`src/rtl/restoring_divider_if.sv`:
```
//==============================================================================
// Module   : restoring_divider_if
// Brief    : Start/done handshake and operand/result bundle for restoring_divider
// Revision : 1.0 - initial release
//==============================================================================
`default_nettype none

interface restoring_divider_if #(
    parameter int WIDTH = 4
);
    logic             start;
    logic [WIDTH-1:0] dividend;
    logic [WIDTH-1:0] divisor;
    logic             busy;
    logic             done;
    logic [WIDTH-1:0] quotient;
    logic [WIDTH-1:0] remainder;
    logic             div_by_zero;

    modport master (
        output start,
        output dividend,
        output divisor,
        input  busy,
        input  done,
        input  quotient,
        input  remainder,
        input  div_by_zero
    );

    modport slave (
        input  start,
        input  dividend,
        input  divisor,
        output busy,
        output done,
        output quotient,
        output remainder,
        output div_by_zero
    );
endinterface

`default_nettype wire

```
`src/rtl/restoring_divider.sv`:
```
//==============================================================================
// Module   : restoring_divider
// Brief    : Iterative restoring divider, one quotient bit per clock.
//            Define DIV_SIGNED_EN for two's-complement operands.
// Revision : 1.0 - initial release
//==============================================================================
`default_nettype none

module restoring_divider #(
    parameter int WIDTH = 4
) (
    input  wire logic            clk,
    input  wire logic            rst,
    restoring_divider_if.slave   bus
);

    localparam int c_cnt_w = $clog2(WIDTH + 1);

    typedef enum logic [1:0] {
        S_IDLE = 2'd0,
        S_RUN  = 2'd1,
        S_DONE = 2'd2
    } state_t;

    state_t             r_state;
    state_t             w_state_nxt;

    logic [c_cnt_w-1:0] r_count;
    logic [WIDTH-1:0]   r_rem;
    logic [WIDTH-1:0]   r_q;
    logic [WIDTH-1:0]   r_divisor;
    logic [WIDTH-1:0]   r_quotient;
    logic [WIDTH-1:0]   r_remainder;
    logic               r_dbz;

    logic               w_accept;
    logic               w_div_zero;
    logic               w_last;
    logic [WIDTH:0]     w_shift;
    logic [WIDTH:0]     w_trial;
    logic [WIDTH-1:0]   w_rem_nxt;
    logic [WIDTH-1:0]   w_q_nxt;
    logic [WIDTH-1:0]   w_dd_mag;
    logic [WIDTH-1:0]   w_dv_mag;
    logic [WIDTH-1:0]   w_quot_fin;
    logic [WIDTH-1:0]   w_rem_fin;

    assign w_accept   = (r_state == S_IDLE) && bus.start;
    assign w_div_zero = (bus.divisor == '0);
    assign w_last     = (r_count == c_cnt_w'(1));

    // The held remainder is always below the divisor, so its top bit is zero
    // and only WIDTH bits need storing; the shifted value carries the extra bit.
    assign w_shift   = {r_rem, r_q[WIDTH-1]};
    assign w_trial   = w_shift - {1'b0, r_divisor};
    assign w_rem_nxt = w_trial[WIDTH] ? w_shift[WIDTH-1:0] : w_trial[WIDTH-1:0];
    assign w_q_nxt   = {r_q[WIDTH-2:0], ~w_trial[WIDTH]};

`ifdef DIV_SIGNED_EN
    logic w_dd_neg;
    logic w_dv_neg;
    logic r_q_neg;
    logic r_r_neg;

    assign w_dd_neg = bus.dividend[WIDTH-1];
    assign w_dv_neg = bus.divisor[WIDTH-1];
    // The most-negative value maps onto itself, which reads correctly as an
    // unsigned magnitude, so MIN / -1 naturally wraps back to MIN.
    assign w_dd_mag = w_dd_neg ? -bus.dividend : bus.dividend;
    assign w_dv_mag = w_dv_neg ? -bus.divisor  : bus.divisor;
    assign w_quot_fin = r_q_neg ? -w_q_nxt   : w_q_nxt;
    assign w_rem_fin  = r_r_neg ? -w_rem_nxt : w_rem_nxt;

    always_ff @(posedge clk or posedge rst) begin
        if (rst) begin
            r_q_neg <= 1'b0;
            r_r_neg <= 1'b0;
        end else if (w_accept) begin
            r_q_neg <= w_dd_neg ^ w_dv_neg;
            r_r_neg <= w_dd_neg;
        end
    end
`else
    assign w_dd_mag   = bus.dividend;
    assign w_dv_mag   = bus.divisor;
    assign w_quot_fin = w_q_nxt;
    assign w_rem_fin  = w_rem_nxt;
`endif

    always_ff @(posedge clk or posedge rst) begin
        if (rst) begin
            r_state <= S_IDLE;
        end else begin
            r_state <= w_state_nxt;
        end
    end

    always_comb begin
        w_state_nxt = r_state;
        case (r_state)
            S_IDLE: begin
                if (bus.start) begin
                    w_state_nxt = w_div_zero ? S_DONE : S_RUN;
                end
            end
            S_RUN: begin
                if (w_last) begin
                    w_state_nxt = S_DONE;
                end
            end
            S_DONE:  w_state_nxt = S_IDLE;
            default: w_state_nxt = S_IDLE;
        endcase
    end

    always_ff @(posedge clk or posedge rst) begin
        if (rst) begin
            r_count     <= '0;
            r_rem       <= '0;
            r_q         <= '0;
            r_divisor   <= '0;
            r_quotient  <= '0;
            r_remainder <= '0;
            r_dbz       <= 1'b0;
        end else if (w_accept) begin
            if (w_div_zero) begin
                r_quotient  <= '1;
                r_remainder <= bus.dividend;
                r_dbz       <= 1'b1;
            end else begin
                r_count   <= c_cnt_w'(WIDTH);
                r_rem     <= '0;
                r_q       <= w_dd_mag;
                r_divisor <= w_dv_mag;
                r_dbz     <= 1'b0;
            end
        end else if (r_state == S_RUN) begin
            r_rem   <= w_rem_nxt;
            r_q     <= w_q_nxt;
            r_count <= r_count - c_cnt_w'(1);
            if (w_last) begin
                r_quotient  <= w_quot_fin;
                r_remainder <= w_rem_fin;
            end
        end
    end

    assign bus.busy        = (r_state != S_IDLE);
    assign bus.done        = (r_state == S_DONE);
    assign bus.quotient    = r_quotient;
    assign bus.remainder   = r_remainder;
    assign bus.div_by_zero = r_dbz;

endmodule

`default_nettype wire

```
`src/flat_wrapper.sv`:
```
// flat-port wrapper written by rule: the top's interface ports become plain ports
module restoring_divider_flat 
#(
    parameter int WIDTH = 4
)
  (clk, rst, bus_start, bus_dividend, bus_divisor, bus_busy, bus_done, bus_quotient, bus_remainder, bus_div_by_zero);
  restoring_divider_if #(.WIDTH(WIDTH)) bus_i ();
  input  wire logic clk;
  input  wire logic rst;
  input wire logic [$bits(bus_i.start)-1:0] bus_start;
  input wire logic [$bits(bus_i.dividend)-1:0] bus_dividend;
  input wire logic [$bits(bus_i.divisor)-1:0] bus_divisor;
  output wire logic [$bits(bus_i.busy)-1:0] bus_busy;
  output wire logic [$bits(bus_i.done)-1:0] bus_done;
  output wire logic [$bits(bus_i.quotient)-1:0] bus_quotient;
  output wire logic [$bits(bus_i.remainder)-1:0] bus_remainder;
  output wire logic [$bits(bus_i.div_by_zero)-1:0] bus_div_by_zero;
  assign bus_i.start = bus_start;
  assign bus_i.dividend = bus_dividend;
  assign bus_i.divisor = bus_divisor;
  assign bus_busy = bus_i.busy;
  assign bus_done = bus_i.done;
  assign bus_quotient = bus_i.quotient;
  assign bus_remainder = bus_i.remainder;
  assign bus_div_by_zero = bus_i.div_by_zero;
  restoring_divider #(.WIDTH(WIDTH)) u_core (.clk(clk), .rst(rst), .bus(bus_i));
endmodule
```
`config.mk`:
```
export PLATFORM = sky130hd
export DESIGN_NAME = restoring_divider_flat
export DESIGN_NICKNAME = d
export VERILOG_FILES = /design/src/rtl/restoring_divider_if.sv /design/src/rtl/restoring_divider.sv /design/src/flat_wrapper.sv
export SDC_FILE = /design/constraint.sdc
export NUM_CORES = 1
export LEC_CHECK = 0
export ABC_AREA = 1
export BUFFER_PORTS_ARGS = -buffer_cell sky130_fd_sc_hd__buf_2
export CELL_PAD_IN_SITES_DETAIL_PLACEMENT = 0
export CELL_PAD_IN_SITES_GLOBAL_PLACEMENT = 1
export CORE_MARGIN = 5
export CORE_UTILIZATION = 37
export CTS_CLUSTER_SIZE = 30
export DETAILED_ROUTE_END_ITERATION = 6
export GPL_ROUTABILITY_DRIVEN = 0
export PLACE_DENSITY_LB_ADDON = 0.12
export SKIP_LAST_GASP = 1
export SLEW_MARGIN = 30
export SYNTH_ARGS = -nofsm -noshare
export SYNTH_HDL_FRONTEND = slang
export SYNTH_SLANG_ARGS = --single-unit
```
`constraint.sdc`:
```
create_clock -name clk -period 2.4 [get_ports clk]
set_clock_uncertainty 0.1 [all_clocks]
set_input_delay 0.12 -clock clk [delete_from_list [all_inputs] [get_ports clk]]
set_output_delay 0.12 -clock clk [all_outputs]
set_load 0.005 [all_outputs]
```
==> qor.yml <==
syn-num-nets: 204
min_from: "bus_divisor[0]"
dieWidth_um: 72.4
yosysMostFrequentCell: "nand2_1"
clockBufferDepth: 2
ys_warn_count: 0
cp-start-kind: "flip-flop"
end_kind: "flip-flop"
clk_pin_slew_ps: 100
reg2reg_depth: 11
final_antenna_net_count: 0
post-synth-top-area-fraction: 0.451
place_area_um2: 1600
cts_buffers: 3
status: "finished, final reports clean"
min_period_ps: 1960
dieArea_um2: 5250
grt_pass1_vias: 1257
drc_errors: 0
vias: 1196
synth_largest_area_cell: "dfrtp_1"
synth_area_leaders: "dfrtp_1, nand2_1, inv_1"
drt-wirelength-per-cell_um: 12.0
grtUsageTotal: 0.132
ys_top_cells_by_count: "nand2_1, inv_1, dfrtp_1"
nets: 230
drive_above_1_share: 0.166
hold_depth: 3
critPathKind: "flip-flop to flip-flop"
portBuffers: 21
htreeDepth: 1
dr.pass1.iters: 4
drt_iter0_drc: 30
cp.required_ps: 2520
cts_tree: "done"
relSlewSlack: 0.775
synth-main-ff-cell: "dfrtp_1"
power_leakage_nw: 0.936
min_path_type: "primary input to flip-flop"
rows: 22
ys_seq_area_frac: 0.451
rsz0062_at_grt: "no"
synth_cells: 186
reg2reg_from: "u_core.r_divisor[0]$_DFFE_PP0P_"
synthDistinctLibCells: 23
fillers: 393
r2r_slack_ps: 440
drv_slew: 0
fmax_ghz: 0.511
cts_sinks: 26
clkLatencyLatePin_ps: 270
holdPathEnd: "u_core.r_divisor[0]$_DFFE_PP0P_"
powerDensity_nw_per_um2: 1440
grt_pass1_wl_mm: 5.44
hpwl_mm: 2.32
final_hold_viol_count: 0
finish.instance_area_um2: 1680
wirelength_mm: 3.12
fin_crit_sh: 0.816
reg2reg_to: "u_core.r_rem[1]$_DFFE_PP0P_"
dpl.cell_count: 254
io_pins: 22
async_reset_ff_frac: 1.00
tns_ps: 0
cp_max_fo: 6
stdcell_count: 259
syn-cell-area_um2: 1440
ys_ff_latch: 26
cts_root_buf: "clkbuf_8"
start_util: 0.388
antenna_found_initial: 0
synth_edf_count: 0
tightestPinTransition_ps: 338
fp.dieH_um: 72.4
overflow: 0
cts_setup_buffers: 0
setup_violations: 0
avgViaCountPerCell: 4.62
grt_max_degree: 27
area_growth_pct: 16.5
ir_drop_mv: 0.652
diodes: 0
avgSynthCellArea_um2: 7.76
arrival_ps: 2080
coreArea_um2: 3720
drv_cap: 0
-- layout make-up --
class,count,area [µm²],share of cell area
well taps,48,60.1,0.0357
clock buffers,3,41.3,0.0246
clock inverters,1,30.0,0.0179
repair buffers,23,123,0.0730
inverters,38,150,0.0894
flip-flops and latches,26,651,0.387
multi-input cells,120,626,0.372
-- logic make-up after synthesis --
kind of cell             synth area share
buffers and inverters               0.115
AO/OA/AOI/OAI                      0.0755
XOR/XNOR                          0.00607
adder cells (fa/ha/maj)            0.0659
AND/OR/NAND/NOR                     0.286
flip-flops                          0.451
-- worst max-delay path, cell delays in order (launching register included) --
cell     delay [ps]
dfrtp_1         410
ha_1            230
fa_1            410
inv_1            90
nand2_1          50
nand2_1          70
nand3_1          70
nand2_1         160
nand3_1         130
nand2_1          90
nand2_1          50
nand2_1          60
-- per-layer routing --
layer	routed length, µm	vias to the layer above	part of all wire	track usage
li1	-	627	-	-
met1	1540	547	0.49	0.159
met2	1450	20	0.47	0.232
met3	102	2	0.033	0.0388
met4	27	0	0.0087	0.0307
met5	0	-	0	0
-- flip-flops by register name, indices dropped and copies added (netlist names) --
register,cells
u_core.r_count,3
u_core.r_state,2
u_core.r_divisor,4
u_core.bus.quotient,4
u_core.bus.remainder,4
u_core.r_rem,4
u_core.r_q,4
u_core.bus.div_by_zero,1
-- power breakdown --
group	internal, mW	total [mW]	leakage, nW	switching [mW]
Sequential	0.650	0.768	0.310	0.118
Clock	0.223	0.366	0.0357	0.142
Combinational	0.488	1.29	0.591	0.802
-- through the flow --
stage / hold slack [ps] / power (mW) / utilization / worst slack [ps]
final: 25.2 / 2.42 / 0.452 / 442
after CTS: 19.5 / 2.47 / 0.452 / 425
after floorplan: 60.0 / 1.76 / - / 632
after global placement: 90.3 / 2.07 / 0.430 / 477
after detailed placement: 122 / 2.09 / 0.430 / 446
after global routing: 48.8 / 2.70 / 0.452 / 269
-- timing repair --
item	CTS	global route
hold endpoints to repair	26	0
hold buffers	1	0
resized for setup	0	0
-- worst max-delay path by stage --
stage / from / end / slack (ps) / cells past startpoint
6_report: u_core.r_divisor[0]$_DFFE_PP0P_ / u_core.r_rem[1]$_DFFE_PP0P_ / 440 / 11
5_1_grt: u_core.r_q[3]$_DFFE_PP0P_ / u_core.bus.remainder[1]$_DFFE_PP0P_ / 270 / 12
4_1_cts: u_core.r_divisor[0]$_DFFE_PP0P_ / u_core.r_rem[1]$_DFFE_PP0P_ / 420 / 11
3_5_place_dp: u_core.r_divisor[0]$_DFFE_PP0P_ / u_core.bus.remainder[3]$_DFFE_PP0P_ / 450 / 10
3_3_place_gp: u_core.r_divisor[0]$_DFFE_PP0P_ / u_core.bus.remainder[3]$_DFFE_PP0P_ / 480 / 10
2_1_floorplan: u_core.r_divisor[0]$_DFFE_PP0P_ / u_core.bus.remainder[3]$_DFFE_PP0P_ / 630 / 10
-- cell usage in the layout, fill, tap and decap left out, drive strengths merged --
cell type    count
nand2           44
inv             37
dfrtp           26
buf             22
nand3           21
nor2            20
o21ai           13
a21oi            6
ha               6
or2              5
clkbuf           3
nand4            1
clkinv           1
xnor2            1
o22ai            1
o21a             1
fa               1
bufinv           1
dlygate4sd3      1
No activity file was read; power rests on OpenSTA's default activity.
